### config.mk
export PLATFORM = sky130hd
export DESIGN_NAME = lsu_mem_stage
export DESIGN_NICKNAME = d
export VERILOG_FILES = /design/src/rtl/lsu_pkg.sv /design/src/rtl/lsu_mem_stage_load_align.sv /design/src/rtl/lsu_mem_stage.sv
export SDC_FILE = /design/constraint.sdc
export NUM_CORES = 1
export LEC_CHECK = 0
export ABC_AREA = 0
export CELL_PAD_IN_SITES_DETAIL_PLACEMENT = 0
export CELL_PAD_IN_SITES_GLOBAL_PLACEMENT = 1
export CORE_UTILIZATION = 35
export CTS_BUF_LIST = sky130_fd_sc_hd__clkbuf_2 sky130_fd_sc_hd__clkbuf_4 sky130_fd_sc_hd__clkbuf_8
export DETAILED_ROUTE_END_ITERATION = 6
export MAX_ROUTING_LAYER = met4
export PLACE_DENSITY = 0.93
export SLEW_MARGIN = 20
export SYNTH_ARGS = -nofsm -noshare
export SYNTH_HDL_FRONTEND = slang
export SYNTH_SLANG_ARGS = --single-unit
### constraint.sdc
create_clock -name clk -period 2.7 [get_ports clk]
set_input_delay 0.405 -clock clk [delete_from_list [all_inputs] [get_ports clk]]
set_output_delay 0.405 -clock clk [all_outputs]
set_load 0.01 [all_outputs]
### src/rtl/lsu_pkg.sv
// -----------------------------------------------------------------------------
// lsu_pkg
// Shared definitions for the load/store unit memory stage:
//   - RV32I load/store funct3 encodings
//   - FSM state encoding
//   - byte-enable width
//   - access legality helper (funct3 / alignment)
// -----------------------------------------------------------------------------
package lsu_pkg;

  localparam int LSU_BE_W = 4;

  localparam logic [2:0] F3_B  = 3'b000;
  localparam logic [2:0] F3_H  = 3'b001;
  localparam logic [2:0] F3_W  = 3'b010;
  localparam logic [2:0] F3_BU = 3'b100;
  localparam logic [2:0] F3_HU = 3'b101;

  typedef enum logic [2:0] {
    IDLE     = 3'd0,
    ST_ISSUE = 3'd1,
    LD_ISSUE = 3'd2,
    LD_DATA  = 3'd3,
    RESP     = 3'd4
  } lsu_state_e;

  // Returns 1 for an illegal funct3 or a misaligned halfword/word access.
  function automatic logic lsu_access_err(input logic       we,
                                          input logic [2:0] funct3,
                                          input logic [1:0] off);
    logic err;
    err = 1'b0;
    if (we) begin
      case (funct3)
        F3_B:    err = 1'b0;
        F3_H:    err = off[0];
        F3_W:    err = |off;
        default: err = 1'b1;
      endcase
    end else begin
      case (funct3)
        F3_B, F3_BU: err = 1'b0;
        F3_H, F3_HU: err = off[0];
        F3_W:        err = |off;
        default:     err = 1'b1;
      endcase
    end
    return err;
  endfunction

endpackage

### src/rtl/lsu_mem_stage_load_align.sv
// -----------------------------------------------------------------------------
// lsu_load_align
// Combinational load-data extraction: selects the byte/halfword addressed by
// the byte offset and sign- or zero-extends it to XLEN.
// Ports:
//   rdata_i  [XLEN-1:0]  raw memory word
//   off_i    [1:0]       byte offset within the word
//   funct3_i [2:0]       RV32I load funct3
//   result_o [XLEN-1:0]  extended load result (0 for an illegal funct3)
// -----------------------------------------------------------------------------
module lsu_load_align
  import lsu_pkg::*;
#(
  parameter int XLEN = 32
) (
  input  logic [XLEN-1:0] rdata_i,
  input  logic [1:0]      off_i,
  input  logic [2:0]      funct3_i,
  output logic [XLEN-1:0] result_o
);

  logic [7:0]  byte_sel;
  logic [15:0] half_sel;

  always_comb begin
    byte_sel = rdata_i[{off_i, 3'b000} +: 8];
    // Halfwords are always 2-byte aligned here, so only off[1] matters.
    half_sel = rdata_i[{off_i[1], 4'b0000} +: 16];
    result_o = '0;
    case (funct3_i)
      F3_B:    result_o = {{(XLEN-8){byte_sel[7]}}, byte_sel};
      F3_BU:   result_o = {{(XLEN-8){1'b0}}, byte_sel};
      F3_H:    result_o = {{(XLEN-16){half_sel[15]}}, half_sel};
      F3_HU:   result_o = {{(XLEN-16){1'b0}}, half_sel};
      F3_W:    result_o = rdata_i;
      default: result_o = '0;
    endcase
  end

endmodule

### src/rtl/lsu_mem_stage.sv
// -----------------------------------------------------------------------------
// lsu_mem_stage
// Load/store unit between the EX/MEM pipeline register and a synchronous-read
// data memory. One request per handshake; byte address is converted into a
// word index, byte enables and lane-shifted store data. Loads wait out the
// one-cycle memory read latency and are extended by lsu_load_align.
//
// Optional feature: define LSU_RANGE_CHECK_EN to flag any nonzero address bit
// above the data memory range as an error (memory untouched). Without it the
// upper address bits are ignored and accesses wrap.
//
// Ports:
//   clk, rst_n                 clock, asynchronous active-low reset
//   req_valid / req_ready      request handshake (ready only in IDLE)
//   req_we, req_funct3         store/load select and RV32I funct3
//   req_addr, req_wdata        byte address, right-aligned store data
//   req_rd                     load destination register
//   mem_addr, mem_re, mem_we   word index and strobes to data memory
//   mem_be, mem_wdata          byte-lane enables and lane-shifted store data
//   mem_rdata                  memory read data, valid the cycle after mem_re
//   resp_valid                 one-cycle response pulse
//   resp_rdata, resp_rd        extended load data / destination (0 otherwise)
//   resp_err                   misaligned, illegal or out-of-range access
// -----------------------------------------------------------------------------
module lsu_mem_stage
  import lsu_pkg::*;
#(
  parameter int XLEN    = 32,
  parameter int DMEM_AW = 6
) (
  input  logic                clk,
  input  logic                rst_n,
  input  logic                req_valid,
  output logic                req_ready,
  input  logic                req_we,
  input  logic [2:0]          req_funct3,
  input  logic [XLEN-1:0]     req_addr,
  input  logic [XLEN-1:0]     req_wdata,
  input  logic [4:0]          req_rd,
  output logic [DMEM_AW-1:0]  mem_addr,
  output logic                mem_re,
  output logic                mem_we,
  output logic [LSU_BE_W-1:0] mem_be,
  output logic [XLEN-1:0]     mem_wdata,
  input  logic [XLEN-1:0]     mem_rdata,
  output logic                resp_valid,
  output logic [XLEN-1:0]     resp_rdata,
  output logic [4:0]          resp_rd,
  output logic                resp_err
);

  lsu_state_e state_q, state_d;

  logic               we_q;
  logic [2:0]         funct3_q;
  logic [1:0]         off_q;
  logic [DMEM_AW-1:0] widx_q;
  logic [XLEN-1:0]    wdata_q;
  logic [4:0]         rd_q;
  logic               err_q;
  logic [XLEN-1:0]    rdata_q;

  logic               accept;
  logic               range_err;
  logic               req_err;
  logic [XLEN-1:0]    load_ext;
  logic [LSU_BE_W-1:0] st_be;
  logic [XLEN-1:0]    st_wdata;

  assign accept = req_valid && (state_q == IDLE);

`ifdef LSU_RANGE_CHECK_EN
  assign range_err = |req_addr[XLEN-1:DMEM_AW+2];
`else
  // Upper address bits are deliberately ignored; accesses wrap.
  logic unused_addr_hi;
  assign unused_addr_hi = ^req_addr[XLEN-1:DMEM_AW+2];
  assign range_err = 1'b0;
`endif

  assign req_err = lsu_access_err(req_we, req_funct3, req_addr[1:0]) | range_err;

  // ---------------------------------------------------------------------------
  // State and latched request fields
  // ---------------------------------------------------------------------------
  always_ff @(posedge clk or negedge rst_n) begin
    if (!rst_n) begin
      state_q  <= IDLE;
      we_q     <= 1'b0;
      funct3_q <= 3'b000;
      off_q    <= 2'b00;
      widx_q   <= '0;
      wdata_q  <= '0;
      rd_q     <= 5'd0;
      err_q    <= 1'b0;
      rdata_q  <= '0;
    end else begin
      state_q <= state_d;
      if (accept) begin
        we_q     <= req_we;
        funct3_q <= req_funct3;
        off_q    <= req_addr[1:0];
        widx_q   <= req_addr[DMEM_AW+1:2];
        wdata_q  <= req_wdata;
        rd_q     <= req_rd;
        err_q    <= req_err;
        // Cleared on accept so stores and errors respond with zero data.
        rdata_q  <= '0;
      end else if (state_q == LD_DATA) begin
        rdata_q <= load_ext;
      end
    end
  end

  // ---------------------------------------------------------------------------
  // Next-state logic
  // ---------------------------------------------------------------------------
  always_comb begin
    state_d = state_q;
    case (state_q)
      IDLE: begin
        if (req_valid) begin
          if (req_err)     state_d = RESP;
          else if (req_we) state_d = ST_ISSUE;
          else             state_d = LD_ISSUE;
        end
      end
      ST_ISSUE: state_d = RESP;
      LD_ISSUE: state_d = LD_DATA;
      LD_DATA:  state_d = RESP;
      RESP:     state_d = IDLE;
      default:  state_d = IDLE;
    endcase
  end

  // ---------------------------------------------------------------------------
  // Store lane placement from latched fields
  // ---------------------------------------------------------------------------
  always_comb begin
    st_be    = '0;
    st_wdata = '0;
    case (funct3_q)
      F3_B: begin
        st_be    = LSU_BE_W'(1) << off_q;
        st_wdata = XLEN'(wdata_q[7:0]) << {off_q, 3'b000};
      end
      F3_H: begin
        st_be    = off_q[1] ? 4'b1100 : 4'b0011;
        st_wdata = XLEN'(wdata_q[15:0]) << {off_q[1], 4'b0000};
      end
      F3_W: begin
        st_be    = 4'b1111;
        st_wdata = wdata_q;
      end
      default: begin
        st_be    = '0;
        st_wdata = '0;
      end
    endcase
  end

  lsu_load_align #(
    .XLEN(XLEN)
  ) u_load_align (
    .rdata_i  (mem_rdata),
    .off_i    (off_q),
    .funct3_i (funct3_q),
    .result_o (load_ext)
  );

  // ---------------------------------------------------------------------------
  // Outputs: decoded from state and latched registers only
  // ---------------------------------------------------------------------------
  always_comb begin
    req_ready  = (state_q == IDLE);
    mem_we     = (state_q == ST_ISSUE);
    mem_re     = (state_q == LD_ISSUE);
    mem_addr   = (mem_we || mem_re) ? widx_q : '0;
    mem_be     = mem_we ? st_be : '0;
    mem_wdata  = mem_we ? st_wdata : '0;
    resp_valid = (state_q == RESP);
    resp_err   = resp_valid && err_q;
    resp_rdata = resp_valid ? rdata_q : '0;
    resp_rd    = (resp_valid && !we_q && !err_q) ? rd_q : 5'd0;
  end

endmodule

# [Yosys cells after proc, flatten, opt, wreduce, memory -nomap -nowiden]
# Cells that the tools add are included.
[totals] out_inout_bits=84 in_bits=108 register_bits=85 wordCells=60
[classes] n_eq_ne=13 n_reduce_logical=15 mux=18 shifts=5
[op_table] cell="one-hot mux 32 bit (5 select lines)" n=1
[op_table] cell="2-to-1 mux 32 bit" n=4
[op_table] cell="one-hot mux 32 bit (3 select lines)" n=1
[op_table] cell="variable part select 32 x 6 -> 16 bit" n=1
[op_table] cell="variable part select 32 x 6 -> 8 bit" n=1
[op_table] cell="<< shifter 16 x 5 -> 32 bit" n=1
[op_table] cell="<< shifter 8 x 5 -> 32 bit" n=1
[op_table] cell="equality test 3 bit, second input constant" n=5
[op_table] cell="equality test 3 x 2 -> 1 bit, second input constant" n=4
[op_table] cell="one-hot mux 4 bit (3 select lines)" n=1
[op_table] cell="equality test 3 x 1 -> 1 bit, second input constant" n=3
[op_table] cell="zero test 3 bit" n=3
[op_table] cell="one-hot mux 3 bit (3 select lines)" n=1
[op_table] cell="2-to-1 mux 4 bit" n=2
[op_table] cell="OR reduction 2 bit" n=4
[op_table] cell="2-to-1 mux 3 bit" n=2
[op_table] cell="2-to-1 mux 6 bit" n=1
[op_table] cell="one-hot mux 1 bit (3 select lines)" n=2
[op_table] cell="2-to-1 mux 5 bit" n=1
[op_table] cell="logical AND 1 bit" n=4
[op_table] cell="<< shifter 1 x 2 -> 4 bit, first input constant" n=1
[op_table] cell="zero test 1 bit" n=2
[op_table] cell="2-to-1 mux 2 bit" n=1
[op_table] cell="!= test 2 bit, second input constant" n=1
[op_table] cell="3 further kinds" n=3

# [Longest topological paths before layout]
# Gate-level depths: netlist of run 1.
[logic_depth] depth_word=7 mapped_depth=8 mapped_depth_nobuf=4

# [By module]
# A second synthesis of run 1 with hierarchy kept.
[unflattened] hier_cells=550 area_unflattened_um2=5185.0
[by_module_without_submodules] mod="lsu_mem_stage" n_inst=1 cells_per_inst=441 seq_area_each_um2=2127.0 area_each_um2=4399.2
[by_module_without_submodules] mod="lsu_load_align" n_inst=1 cells_per_inst=109 seq_area_each_um2=0.0 area_each_um2=785.8

# [Worst setup path after synthesis of run 1]
# No wires, ideal clock.
[synth_path] path_kind="register -> output" start="reg state_q[2]" end="out mem_wdata[0]" path_stages_with_launch=6 t_required_ns=2.295 arrival_ns=1.785 path_slack_ns=0.510 n_path_buf=1 path_cell_list="dfrtp_1 buf_2 nor3b_1 nand2_1 nor2_1 and2_1"
[synth_via] elab_chain_cells=2
[synth_rtl] item="start, declared" line="lsu_mem_stage.sv:52" rtl="lsu_state_e state_q, state_d;"
[synth_rtl] item="start signal, assigned" line="lsu_mem_stage.sv:98" rtl="state_q <= state_d;"
[synth_rtl] item="equality test 3 x 1 -> 1 bit" line="lsu_mem_stage.sv:176" rtl="mem_we = (state_q == ST_ISSUE);"
[synth_rtl] item="net mem_we" line="lsu_mem_stage.sv:42" rtl="output logic mem_we,"
[synth_rtl] item="2-to-1 mux 32 bit" line="lsu_mem_stage.sv:180" rtl="mem_wdata = mem_we ? st_wdata : '0;"
[synth_rtl] item="end, declared" line="lsu_mem_stage.sv:44" rtl="output logic [XLEN-1:0] mem_wdata,"
# The timed path passes the listed nets, and every way through them passes these cells.

# [Worst setup path after layout of run 1]
[layout_path] start="reg funct3_q[1]" end="out mem_wdata[2]"
[layout_via] elab_chain_cells=3 word_cells_on_any_way=5 classes_between="2 x eq/ne; 2 x mux; 1 x reduce/logical"
[layout_rtl] item="start, declared" line="lsu_mem_stage.sv:55" rtl="logic [2:0] funct3_q;"
[layout_rtl] item="start signal, assigned" line="lsu_mem_stage.sv:101" rtl="funct3_q <= req_funct3;"
[layout_rtl] item="equality test 3 x 2 -> 1 bit (tied with other cells)" line="lsu_mem_stage.sv:142" rtl="case (funct3_q)"
[layout_rtl] item="one-hot mux 32 bit (3 select lines) *" line="lsu_mem_stage.sv:142"
[layout_rtl] item="2-to-1 mux 32 bit *" line="lsu_mem_stage.sv:180"
# Every way passes the cells marked *; elsewhere a longest branch is shown, timed or not.

==> results of run 1 <==
[per-stage QoR]
stage	TNS (ns)	cell area (um2)	std cells	hold slack, ns
2_1_floorplan	0	4750	513	0.109
3_3_place_gp	0	6660	844	0.452
3_5_place_dp	0	6660	844	0.454
4_1_cts	0	6960	863	0.0727
5_1_grt	-0.0287	7050	867	0.119
6_report	0	7050	867	0.0643
[final cells by class]
| cell class | count | area [um2] |
|---|---|---|
| Multi-Input combinational cell | 383 | 2440 |
| Inverter | 4 | 15.0 |
| Timing Repair Buffer | 203 | 2020 |
| Fill cell | 1240 | 6200 |
| Clock buffer | 9 | 124 |
| Sequential cell | 85 | 2130 |
| Tap cell | 176 | 220 |
| Clock inverter | 7 | 98.8 |
[cell usage in the layout (no fill, tap or decap), drive strengths merged, types with 2 or more instances in the layout]
| cell type | netlist | routed |
|---|---|---|
| clkdlybuf4s50 | 0 | 138 |
| dlymetal6s2s | 0 | 10 |
| nand2 | 115 | 115 |
| mux2i | 6 | 6 |
| a21o | 11 | 11 |
| nor2 | 26 | 26 |
| or2 | 8 | 8 |
| o21ai | 11 | 11 |
| nor2b | 4 | 4 |
| dfrtp | 85 | 85 |
| dlygate4sd2 | 0 | 18 |
| bufinv | 0 | 2 |
| nor4b | 2 | 2 |
| and2 | 56 | 56 |
| inv | 4 | 5 |
| a221o | 18 | 18 |
| a22oi | 24 | 24 |
| a31oi | 3 | 3 |
| nor4 | 2 | 2 |
| nor3 | 9 | 9 |
| buf | 25 | 36 |
| a221oi | 3 | 3 |
| or3b | 5 | 5 |
| mux2 | 26 | 26 |
| clkinvlp | 0 | 4 |
| a21oi | 23 | 23 |
| a2bb2oi | 3 | 3 |
| nor3b | 5 | 5 |
| nand2b | 3 | 3 |
| a32oi | 10 | 10 |
| clkbuf | 16 | 9 |
[synthesized netlist by cell type (2+ instances only)]
cell type | number | share of area, %
buf_4 | 7 | 1.1
nor4b_1 | 2 | 0.37
a21o_1 | 11 | 1.7
nand2_1 | 114 | 9.0
inv_1 | 4 | 0.32
a32oi_1 | 9 | 1.7
buf_6 | 3 | 0.71
buf_2 | 14 | 1.5
a21oi_1 | 22 | 2.3
a31oi_1 | 3 | 0.40
mux2i_1 | 6 | 1.3
nor2b_1 | 3 | 0.40
o21ai_0 | 8 | 0.84
nor3b_1 | 5 | 0.79
mux2_2 | 26 | 6.2
clkbuf_1 | 16 | 1.3
or3b_1 | 4 | 0.74
o21ai_1 | 3 | 0.32
and2_1 | 55 | 7.2
nand2b_1 | 3 | 0.40
a221o_1 | 18 | 3.8
dfrtp_1 | 85 | 45
a221oi_1 | 3 | 0.55
a2bb2oi_1 | 3 | 0.55
or2_2 | 8 | 1.1
nor2_1 | 26 | 2.1
nor3_1 | 6 | 0.63
a22oi_1 | 24 | 3.8
nor3_2 | 2 | 0.42
[metal layers]
layer | wire length (um) | GRT usage, % | vias to the layer above
met5 | 0 | - | -
met4 | 348 | 9.02 | 0
met3 | 999 | 4.49 | 25
met2 | 7120 | 35.4 | 193
met1 | 6650 | 28.8 | 2205
li1 | - | - | 2139
[registers in the layout, summed over array words and instances, names as in the netlist]
name / cells
funct3_q: 3
rd_q: 5
widx_q: 6
state_q: 3
we_q: 1
wdata_q: 32
err_q: 1
rdata_q: 32
off_q: 2
[kinds of logic after synthesis]
group	synth area share [%]
AOI/OAI and AO/OA	17.3
xor gates and xnor gates	0.184
buffers and inverters	4.95
DFF	44.8
muxes	7.90
and+or+nand+nor	24.9
[power breakdown]
group | leakage, nW | internal, W | switching [W]
clock network | 0.0981 | 0.000524 | 0.000489
logic | 2.11 | 0.00147 | 0.00159
registers | 1.09 | 0.00171 | 0.000371
total | 3.30 | 0.00370 | 0.00245
[worst paths after layout]
path | startpoint | end | slack [ns]
max | funct3_q[1]$_DFFE_PN0P_ | mem_wdata[2] | 0.09
min | rst_n | rdata_q[24]$_DFFE_PN0P_ | 0.06
max reg2reg | state_q[1]$_DFFE_PN0P_ | wdata_q[0]$_DFFE_PN0P_ | 0.73
min reg2reg | widx_q[4]$_DFFE_PN0P_ | widx_q[4]$_DFFE_PN0P_ | 0.48
max in group asynchronous | rst_n | wdata_q[18]$_DFFE_PN0P_ | 1.99
min in group clk | widx_q[4]$_DFFE_PN0P_ | widx_q[4]$_DFFE_PN0P_ | 0.48
[repair_timing]
item                                    4_1_cts  5_1_grt
endpoints found under the setup margin       35       23
buffers inserted                              2        4
pin swaps                                     1        0
gates cloned                                  1        0
resized for setup                            30       16
[worst max-delay path, cell delays in order, from the launching register on]
cell and delay [ns]:
dfrtp_2 0.47, buf_6 0.19, nor2_4 0.15, a21oi_1 0.08
nor2_1 0.10, buf_4 0.18, and2_1 0.14, clkdlybuf4s50_1 0.53
==> impl_metrics.ini, run 1 <==
[detailed_routing]
routed_wl_um = 15100
avgViaCountPerCell = 5.26
dr.first_iter.drc_count = 298
via_count = 4562
postRouteAntennaNets = 0
route.detailed.drc = 0
post_drt_wl_per_cell_um = 17.4
dr.pass1.iters = 5

[clock_network]
tritoncts = built
clk_latency_ns = 0.37
cts_root_buf = clkbuf_8
clock_sink_count = 85
htree_levels = 3
holdBufCountCts = 0
numCtsBuffers = 9
path_clk_slew_ns = 0.09
cts_max_path_buffers = 2

[finish]
area_growth_pct = 48.3
drive_gt1_share_pct = 15.6
final_nets = 794
num_antenna_cells = 0
final_util_pct = 53.2

[floorplan]
die_y_um = 118
core_mm2 = 0.0132
die_w_um = 118
ios = 192
die-area_mm2 = 0.0140
initial_utilization_pct = 35.9
rows = 42

[power_and_ir_drop]
irDropWorstVdd_uv = 360
power.density_mw_per_mm2 = 873
power_leakage_nw = 3.30
power_w = 0.00615

[sta]
tightest_slew_ns = 0.651
slew-limit-headroom_pct = 56.6
period_share_pct = 96.8
hold_viol_final = 0
period_minus_slack_ns = 2.61
finalSetupViolCount = 0
max_freq_ghz = 0.382
fin_ws_ns = 0.0854
skew_ns = 0.0146
slew_viol_final = 0

[logic_synthesis]
ys_ff_latch = 85
synth_top_flop_cell = dfrtp_1
yosysWarnings = 0
synthCells = 513
syn_area_mm2 = 0.00475
synth-async-reset-ratio_pct = 100
synth_nets = 621
synth.avg_cell_area_um2 = 9.26
yosysSeqAreaShare_pct = 44.8
synth_edf_count = 0
yosysUniqueCellTypes = 49

[worst_setup_path]
critical_path_class = flop to output port
start_kind = flop
crit_arrival_ns = 2.21
worstPathMaxFanout = 17
reg2reg_depth = 6
endpoint_kind = output port
required_ns = 2.30

[place]
hpwlAfterDp_um = 11000
pre_cts_ws_ns = 0.104
place.port_buffers = 167
gp_congestion = 0.884

[global_routing]
antenna_found_initial = 0
grt_max_degree = 49
grt_pass1_wl_um = 24100
grt.total_usage_pct = 22.6
gr-total-overflow = 0
first_global_vias = 4624

[run]
maxCapViolCount = 0

[outcome]
status = finished, final reports clean

[min_path]
min_path_type = primary input to async pin
Power figures use the tool's default switching activity.
==> run 2: changes to the inputs <==
- GPL_TIMING_DRIVEN: unset -> 0
==> impl_metrics.ini, run 2 (synthesized netlist as in run 1, its figures left out) <==
[outcome]
status = finished, final reports clean

[clock_network]
tritoncts = built
htree_levels = 3
clk_latency_ns = 0.35
cts_root_buf = clkbuf_8
numCtsBuffers = 9
path_clk_slew_ns = 0.08
clock_sink_count = 85
cts_max_path_buffers = 2

[power_and_ir_drop]
power_leakage_nw = 3.46
irDropWorstVdd_uv = 346
power.density_mw_per_mm2 = 872
power_w = 0.00633

[run]
maxCapViolCount = 0

[sta]
slew_viol_final = 0
period_minus_slack_ns = 2.62
max_freq_ghz = 0.381
setup_tns_ns = 0
skew_ns = 0.00738
finalSetupViolCount = 0
period_share_pct = 97.2
hold_ws_ns = 0.475
tightest_slew_ns = 0.617
slew-limit-headroom_pct = 58.3
hold_viol_final = 0

[floorplan]
die_w_um = 118
rows = 42
ios = 192
die_y_um = 118
core_mm2 = 0.0132
initial_utilization_pct = 35.9
die-area_mm2 = 0.0140

[detailed_routing]
avgViaCountPerCell = 5.23
via_count = 4683
route.detailed.drc = 0
postRouteAntennaNets = 0
routed_wl_um = 16100
dr.pass1.iters = 5
post_drt_wl_per_cell_um = 17.9
dr.first_iter.drc_count = 251

[global_routing]
grt_max_degree = 57
antenna_found_initial = 0
gr-total-overflow = 0
grt_pass1_wl_um = 25400
grt.total_usage_pct = 24.0
first_global_vias = 4796

[place]
gp_congestion = 0.935
hpwlAfterDp_um = 12000
dpl_cell_area_mm2 = 0.00667
place.port_buffers = 167

[finish]
fillers = 1198
top_regs = rdata_q x32, wdata_q x32, widx_q x6
final_nets = 823
num_antenna_cells = 0
area_growth_pct = 52.8
final_cell_mix = clkdlybuf4s50_1, nand2_1, dfrtp_1
mostFrequentLayoutCell = clkdlybuf4s50_1
final_cell_area_mm2 = 0.00726
drive_gt1_share_pct = 20.4
final_util_pct = 54.8

[worst_setup_path]
endpoint_kind = output port
startpoint = funct3_q[1]$_DFFE_PN0P_
required_ns = 2.30
critical_path_class = flop to output port
worstPathMaxFanout = 10
cp.depth = 7
cp_slowest_stage_delay_ns = 0.45
worstReg2RegStart = off_q[1]$_DFFE_PN0P_
crit_arrival_ns = 2.22
reg2reg_depth = 8
path_cells = buf_4 -> or3b_4 -> nor3_4 -> buf_6 -> nand2_1 -> a21oi_2 -> clkdlybuf4s15_2
start_kind = flop
path_delay_family = simple AND/OR/NAND/NOR gates
crit_slowest_cell = dfrtp_2
crit_buf_inv = 3

[min_path]
hold_start = rd_q[2]$_DFFE_PN0P_
hold_depth = 2
min_path_type = flop to flop
## run 2: cell types whose count changed in the layout (fill, tap and decap cells not counted), sizes merged
cell	delta
nor2	+1
dlymetal6s2s	+3
bufbuf	-1
clkinvlp	-2
dlygate4sd2	-5
clkbuf	+27
inv	-2
clkdlybuf4s15	+3
dlygate4sd3	+1
clkinv	+2
clkdlybuf4s50	-10
bufinv	-2
buf	+14
## run 2: tightest hold or removal path: cells and delay by family (launching register included)
kind | cells | cell delay (ns)
DFF | 1 | 0.35
and+or+nand+nor | 2 | 0.10
## run 2: layer usage
metal / GRT usage, % / vias up / share of wire [%]
li1: - / 2194 / -
met4: 9.57 / 0 / 2.7
met5: - / - / 0
met1: 31.1 / 2277 / 45
met3: 4.05 / 25 / 5.4
met2: 37.6 / 187 / 47
## run 2: worst paths after layout
kind,endpoint,slack (ns)
max reg2reg,rdata_q[23]$_DFFE_PN0P_,0.58
min,rd_q[2]$_DFFE_PN0P_,0.47
min in group asynchronous,widx_q[4]$_DFFE_PN0P_,0.54
min reg2reg,rd_q[2]$_DFFE_PN0P_,0.47
max,mem_wdata[24],0.08
max in group asynchronous,wdata_q[0]$_DFFE_PN0P_,1.54
## run 2: through the flow
stage	std cells	worst slack [ns]
after floorplan	513	0.510
after global placement	856	-1.80
after detailed placement	857	-0.613
after CTS	887	0.00116
after global routing	896	-0.00286
final	896	0.0764
## run 2: cell type report
cell class              count  area, um2  share of cell area [%]
well taps                 176        220                    3.03
clock inverters             3       17.5                   0.241
flip-flops and latches     85       2130                    29.3
clock buffers              13        179                    2.47
inverters                   4       18.8                   0.259
multi-input cells         384       2540                    34.9
plain buffers              41        284                    3.91
repair buffers            190       1870                    25.8
## run 2: repair_timing
item	4_1_cts	5_1_grt
setup buffers	12	9
resized for setup	83	46
hold buffers	1	0
cloned	1	0
hold endpoints to repair	29	0
setup endpoints to repair	75	46
pin swaps	6	11
## run 2: report_power, final
part / total [W] / switching (W) / internal [W]
clock network: 0.000894 / 0.000461 / 0.000433
logic: 0.00337 / 0.00180 / 0.00158
registers: 0.00206 / 0.000356 / 0.00171
